$ cat src/rtl/flash_cmd_sequencer.sv
// flash_cmd_sequencer: flash self-test sequencer (RSTEN/RST, WREN, page program, program wait, read-back compare).
// Define FLASH_SEQ_STATUS_POLL_EN to replace the fixed program wait with RDSR polling of the WIP bit.
module flash_cmd_sequencer #(
    parameter int ADDR_W = 22,
    parameter int DATA_W = 8,
    parameter int BURST_LEN = 4,
    parameter logic [ADDR_W-1:0] START_ADDR = 22'h0000A0,
    parameter int RST_WAIT = 290,
    parameter int PROG_WAIT = 4096,
    parameter logic [DATA_W-1:0] SEED = 8'h01
) (
    input  logic interfaceClk,
    input  logic reset,
    input  logic start,
    output logic interfaceEnable_n,
    output logic [7:0] fCommand,
    output logic [ADDR_W-1:0] fAddress,
    output logic [DATA_W-1:0] fData_WR,
    input  logic [DATA_W-1:0] fData_RD,
    input  logic RdDataValid,
    input  logic WrDataReady,
    output logic busy,
    output logic done,
    output logic pass,
    output logic [8:0] errCount,
    output logic [DATA_W-1:0] lastRead
);
    localparam logic [7:0] OP_RSTEN = 8'h66;
    localparam logic [7:0] OP_RST = 8'h99;
    localparam logic [7:0] OP_WREN = 8'h06;
    localparam logic [7:0] OP_PP = 8'h02;
    localparam logic [7:0] OP_READ = 8'h03;
`ifdef FLASH_SEQ_STATUS_POLL_EN
    localparam logic [7:0] OP_RDSR = 8'h05;
`endif
    localparam int WAIT_MAX = RST_WAIT > PROG_WAIT ? RST_WAIT : PROG_WAIT;
    localparam int CNT_W = $clog2(WAIT_MAX + 1);
    localparam logic [CNT_W-1:0] RST_LAST = CNT_W'(RST_WAIT - 1);
    localparam logic [CNT_W-1:0] PROG_LAST = CNT_W'(PROG_WAIT - 1);
    localparam logic [8:0] BYTE_LAST = 9'(BURST_LEN - 1);

    typedef enum logic [3:0] {IDLE, RSTEN, RST, RWAIT, WREN, PP, PWAIT, RD, CHECK} stateT;

    stateT state;
    logic [CNT_W-1:0] waitCnt;
    logic [8:0] byteIdx;
    logic [8:0] errAcc;
    logic [7:0] runCount;
    logic timedOut;
    logic [DATA_W-1:0] expByte;

    // Pattern byte for the current burst position; wraps mod 2^DATA_W.
    always_comb expByte = SEED + DATA_W'(byteIdx) + DATA_W'(runCount);

    // In every command state enable_n high means "opcode already set, fall next edge".
    always_ff @(posedge interfaceClk or posedge reset) begin
        if (reset) begin
            state <= IDLE;
            interfaceEnable_n <= 1'b1;
            fCommand <= '0;
            fAddress <= '0;
            fData_WR <= '0;
            busy <= 1'b0;
            done <= 1'b0;
            pass <= 1'b0;
            errCount <= '0;
            lastRead <= '0;
            runCount <= '0;
            waitCnt <= '0;
            byteIdx <= '0;
            errAcc <= '0;
            timedOut <= 1'b0;
        end else begin
            done <= 1'b0;
            case (state)
                IDLE: if (start) begin
                    busy <= 1'b1;
                    fCommand <= OP_RSTEN;
                    byteIdx <= '0;
                    errAcc <= '0;
                    timedOut <= 1'b0;
                    state <= RSTEN;
                end
                RSTEN: if (interfaceEnable_n) interfaceEnable_n <= 1'b0;
                else if (WrDataReady) begin
                    interfaceEnable_n <= 1'b1;
                    fCommand <= OP_RST;
                    state <= RST;
                end
                RST: if (interfaceEnable_n) interfaceEnable_n <= 1'b0;
                else if (WrDataReady) begin
                    interfaceEnable_n <= 1'b1;
                    waitCnt <= '0;
                    state <= RWAIT;
                end
                RWAIT: if (waitCnt == RST_LAST) begin
                    fCommand <= OP_WREN;
                    state <= WREN;
                end else waitCnt <= waitCnt + CNT_W'(1);
                WREN: if (interfaceEnable_n) interfaceEnable_n <= 1'b0;
                else if (WrDataReady) begin
                    interfaceEnable_n <= 1'b1;
                    fCommand <= OP_PP;
                    fAddress <= START_ADDR;
                    fData_WR <= expByte;
                    state <= PP;
                end
                PP: if (interfaceEnable_n) interfaceEnable_n <= 1'b0;
                else if (WrDataReady) begin
                    if (byteIdx == BYTE_LAST) begin
                        interfaceEnable_n <= 1'b1;
                        byteIdx <= '0;
                        waitCnt <= '0;
`ifdef FLASH_SEQ_STATUS_POLL_EN
                        fCommand <= OP_RDSR;
`endif
                        state <= PWAIT;
                    end else begin
                        byteIdx <= byteIdx + 9'd1;
                        fData_WR <= expByte + DATA_W'(1);
                    end
                end
`ifdef FLASH_SEQ_STATUS_POLL_EN
                PWAIT: if (interfaceEnable_n) interfaceEnable_n <= 1'b0;
                else if (RdDataValid) begin
                    interfaceEnable_n <= 1'b1;
                    if (!fData_RD[0] || waitCnt == PROG_LAST) begin
                        timedOut <= fData_RD[0];
                        fCommand <= OP_READ;
                        fAddress <= START_ADDR;
                        state <= RD;
                    end else waitCnt <= waitCnt + CNT_W'(1);
                end
`else
                PWAIT: if (waitCnt == PROG_LAST) begin
                    fCommand <= OP_READ;
                    fAddress <= START_ADDR;
                    state <= RD;
                end else waitCnt <= waitCnt + CNT_W'(1);
`endif
                RD: if (interfaceEnable_n) interfaceEnable_n <= 1'b0;
                else if (RdDataValid) begin
                    lastRead <= fData_RD;
                    if (fData_RD != expByte && errAcc != '1) errAcc <= errAcc + 9'd1;
                    if (byteIdx == BYTE_LAST) begin
                        interfaceEnable_n <= 1'b1;
                        state <= CHECK;
                    end else byteIdx <= byteIdx + 9'd1;
                end
                CHECK: begin
                    errCount <= errAcc;
                    pass <= errAcc == '0 && !timedOut;
                    done <= 1'b1;
                    busy <= 1'b0;
                    runCount <= runCount + 8'd1;
                    state <= IDLE;
                end
                default: state <= IDLE;
            endcase
        end
    end
endmodule

$ cat config.mk
export PLATFORM = sky130hd
export DESIGN_NAME = flash_cmd_sequencer
export DESIGN_NICKNAME = d
export VERILOG_FILES = /design/src/rtl/flash_cmd_sequencer.sv
export SDC_FILE = /design/constraint.sdc
export NUM_CORES = 1
export LEC_CHECK = 0
export CORE_UTILIZATION = 40
export DETAILED_ROUTE_END_ITERATION = 10
export PLACE_DENSITY = 0.58
export REMOVE_ABC_BUFFERS = 1
export SETUP_SLACK_MARGIN = 0.1
export SKIP_CTS_REPAIR_TIMING = 1
export SYNTH_ARGS = -nofsm -noshare
export SYNTH_HDL_FRONTEND = slang
export SYNTH_SLANG_ARGS = --single-unit
export TNS_END_PERCENT = 5
$ cat constraint.sdc
create_clock -name interfaceClk -period 4.2 [get_ports interfaceClk]
set_input_delay 0.84 -clock interfaceClk [delete_from_list [all_inputs] [get_ports interfaceClk]]
set_output_delay 0.84 -clock interfaceClk [all_outputs]
set_load 0.05 [all_outputs]
==> summary.md <==
| Metric | Value |
|---|---|
| Critical path data arrival time | `between 3 and 4 ns` |
| Share of the synthesized area in the top cell type | `approximately 40%` |
| Max-Slew Margin vs Limit | `roughly 36%` |
| 1st-iter DRT viols | `204` |
| Final Max Slew Viols | `0` |
| CP max stage delay | `0.53 ns` |
| Via/cell ratio | `between 5 and 6` |
| Gp weighted congestion | `between 0.8 and 0.9` |
| Cts bufs inserted | `9` |
| Area contributors post-synth | `dfrtp_1, mux2_2, nor2_1, ha_1, buf_4` |
| Layout area overhead | `17.8%` |
| Congestion Overflow GR | `0` |
| Core footprint | `11600 sq um` |
| Placed cell area | `~5400 sq um` |
| Post-DP HPWL | `~7.5 mm` |
| VDD IR-drop max | `roughly 0.57 mV` |
| Routed WL | `roughly 11 mm` |
| Critical path type | `reg2reg` |
| Design area | `around 5700 sq um` |
| FF-to-FF Start | `runCount[0]` |
| Crit. End Element | `register` |
| Die X | `112 um` |
| Post-synth top area cell | `dfrtp_1` |
| Starting Density | `41.6%` |
| GR Util All Layers | `18.4%` |
| Top-count cell post-synth | `dfrtp_1` |
| Top cells by count, synth | `dfrtp_1, nor2_1, nand2_1` |
| Slowest cell on crit path | `fa_1` |
| Initial antenna violation count | `0` |
| Worst setup SP type | `register` |
| Post-Syn Area | `4830 sq um` |
| Violated checks | `design-rule violations` |
| Distinct cells, synth | `57` |
| Die area | `roughly 13000 sq um` |
| MaxCap Viol Count | `0` |
| Worst Clk Skew | `between 0.004 and 0.005 ns` |
| Sum Neg Setup Slack | `0 ns` |
| Worst EP required | `approximately 4.4 ns` |
| DR vias | `around 3900` |
| Sequential element share of the synthesized area | `about 40%` |
| Clock root buffer | `clkbuf_16` |
| CTS H-tree depth | `3` |
| First-pass GRT wire length | `roughly 18 mm` |
| Drt pass-1 iters | `9` |
| P_leak | `2.42 nW` |
| Worst slew pin tran | `0.953 ns` |
| Fin Hold WS | `slightly below 0.5 ns` |
| DRC | `4` |
| Final Util | `49.0%` |
| Mean Syn Cell Area | `between 9 and 10 sq um` |
| RSZ-0062 raised after global routing | `no` |
| Total Power | `~3.7 mW` |
| Clk_lat worst skew | `between 0.3 and 0.4 ns` |
| Status | `finished with violations` |
| Num ports | `72` |
| Final worst path period share | `80.2%` |
| Max Root-Sink Buffers | `2` |
| FP Rows | `39` |
| Clock slew at reported path FFs | `around 0.06 ns` |
| Vias in the first global route | `~3700` |
| Post-synthesis register bit count | `78` |
| Final hold viol count | `0` |
| CP delay by family, top | `simple AND/OR/NAND/NOR gates` |
| Post-synth EDFFs | `0` |
| Share of layout cells above drive strength 1 | `about 8.3%` |
| Final setup viols | `0` |
| Routed Antenna Nets | `0` |
| Syn Inst Count | `529` |
| WP buf/inv | `1` |
| Top_reg_cell synth | `dfrtp_1` |
| Shortest period the worst path allows | `about 3.4 ns` |
| CTS tree | `done` |
| Die Y-Extent | `112 um` |
| Layout Nets | `600` |
| CP startpoint | `runCount[0]` |
| Port bufs | `51` |
| Synth warn | `0` |
| Maximum number of pins on one net before global-route repair | `37` |
| Crit Path Max Fanout | `10` |
| Max Clk Rate | `between 0.2 and 0.3 GHz` |
| N_diodes | `0` |
| Pwr/cell area | `between 600 and 700 nW/um^2` |
| Hold Startpoint | `fCommand[2]` |
| Setup slack, reg-to-reg | `roughly 0.83 ns` |
| Clk sinks | `78` |
| Worst hold path type | `reg2reg` |
| DR WL/cell | `around 15 um` |
| Worst path cell trace | `inv_1 -> ha_1 -> fa_1 -> xnor2_1 -> or4_1 -> or4_4 -> a2111oi_4 -> nand4_4 -> and2_1 -> a22o_1` |
| Asr flop ratio synth | `100%` |
==> cell usage in the layout, fill, tap and decap left out, types with 3 or more instances in the layout <==
| master | count |
|---|---|
| a21oi_1 | 29 |
| a22o_1 | 3 |
| a31oi_1 | 14 |
| and2_1 | 5 |
| and3_1 | 13 |
| and4_1 | 3 |
| buf_4 | 5 |
| clkbuf_16 | 9 |
| clkdlybuf4s50_1 | 51 |
| clkinv_4 | 3 |
| conb_1 | 20 |
| dfrtp_1 | 77 |
| ha_1 | 16 |
| inv_1 | 17 |
| mux2_2 | 18 |
| mux2i_1 | 3 |
| nand2_1 | 32 |
| nand2b_1 | 17 |
| nand3_1 | 17 |
| nand4_1 | 7 |
| nor2_1 | 54 |
| nor2b_1 | 11 |
| nor3_1 | 7 |
| nor3b_1 | 3 |
| nor4_1 | 4 |
| nor4b_1 | 4 |
| nor4bb_1 | 4 |
| o21ai_0 | 25 |
| o21ai_1 | 22 |
| o31ai_1 | 13 |
| or3_1 | 3 |
| xnor2_1 | 20 |
| xor2_1 | 5 |
==> path summary, 6_finish.rpt <==
path	to	cells past startpoint
worst max-delay path	errAcc[8]	10
worst min-delay path	fCommand[2]	2
worst max register to register	errAcc[8]	10
worst min register to register	fCommand[2]	2
max in group asynchronous	runCount[7]	3
min in group asynchronous	done	2
==> report_power, final <==
part           internal [mW]  switching (mW)  total, mW  leakage (nW)
Sequential             0.920           0.198       1.12          1.02
Clock                  0.479           0.328      0.807         0.145
Combinational          0.648            1.17       1.82          1.25
==> state kept, by name (all words and copies together), names as in the netlist, 4 cells and up <==
signal	cells
waitCnt	13
byteIdx	9
errAcc	9
errCount	9
fData_WR	8
lastRead	8
runCount	8
fCommand	5
state	4
==> metrics by stage <==
| step | setup WS (ns) | cells |
|---|---|---|
| after detailed placement | 0.714 | 702 |
| after global routing | 0.610 | 718 |
| after CTS | 0.836 | 718 |
| after floorplan | 1.11 | 503 |
| after global placement | 0.762 | 702 |
| final | 0.833 | 718 |
==> worst min-delay path, cell delays in order (launching register included) <==
cell and delay, ns:
dfrtp_1 0.34, nand2_1 0.05, o21ai_1 0.06
==> metal layers <==
| layer | up-vias | part of all wire (%) | GRT usage [%] |
|---|---|---|---|
| met1 | 1870 | 49 | 25.1 |
| met4 | 0 | 1.6 | 7.30 |
| met5 | - | 0 | 0 |
| met3 | 10 | 3.6 | 3.27 |
| li1 | 1939 | - | - |
| met2 | 84 | 46 | 28.8 |
==> cells by family after synthesis <==
group                    count (synthesis)  synth area share (%)
AO/OA/AOI/OAI                          127                  16.4
XOR/XNOR                                25                  4.53
adder cells (fa/ha/maj)                 17                  4.56
buffers and inverters                   63                  6.76
flip-flops                              78                  40.5
multiplexers                            23                  5.29
other                                    1                0.0777
AND/OR/NAND/NOR                        195                  21.9
==> area by class of cell <==
| type | instances | area, sq um |
|---|---|---|
| Fill cell | 1129 | 5930 |
| Timing Repair Buffer | 56 | 548 |
| Sequential cell | 78 | 1950 |
| Clock buffer | 10 | 239 |
| Inverter | 18 | 67.6 |
| Tap cell | 143 | 179 |
| Clock inverter | 6 | 71.3 |
| Multi-Input combinational cell | 407 | 2630 |
No activity file was read; power rests on OpenSTA's default activity.
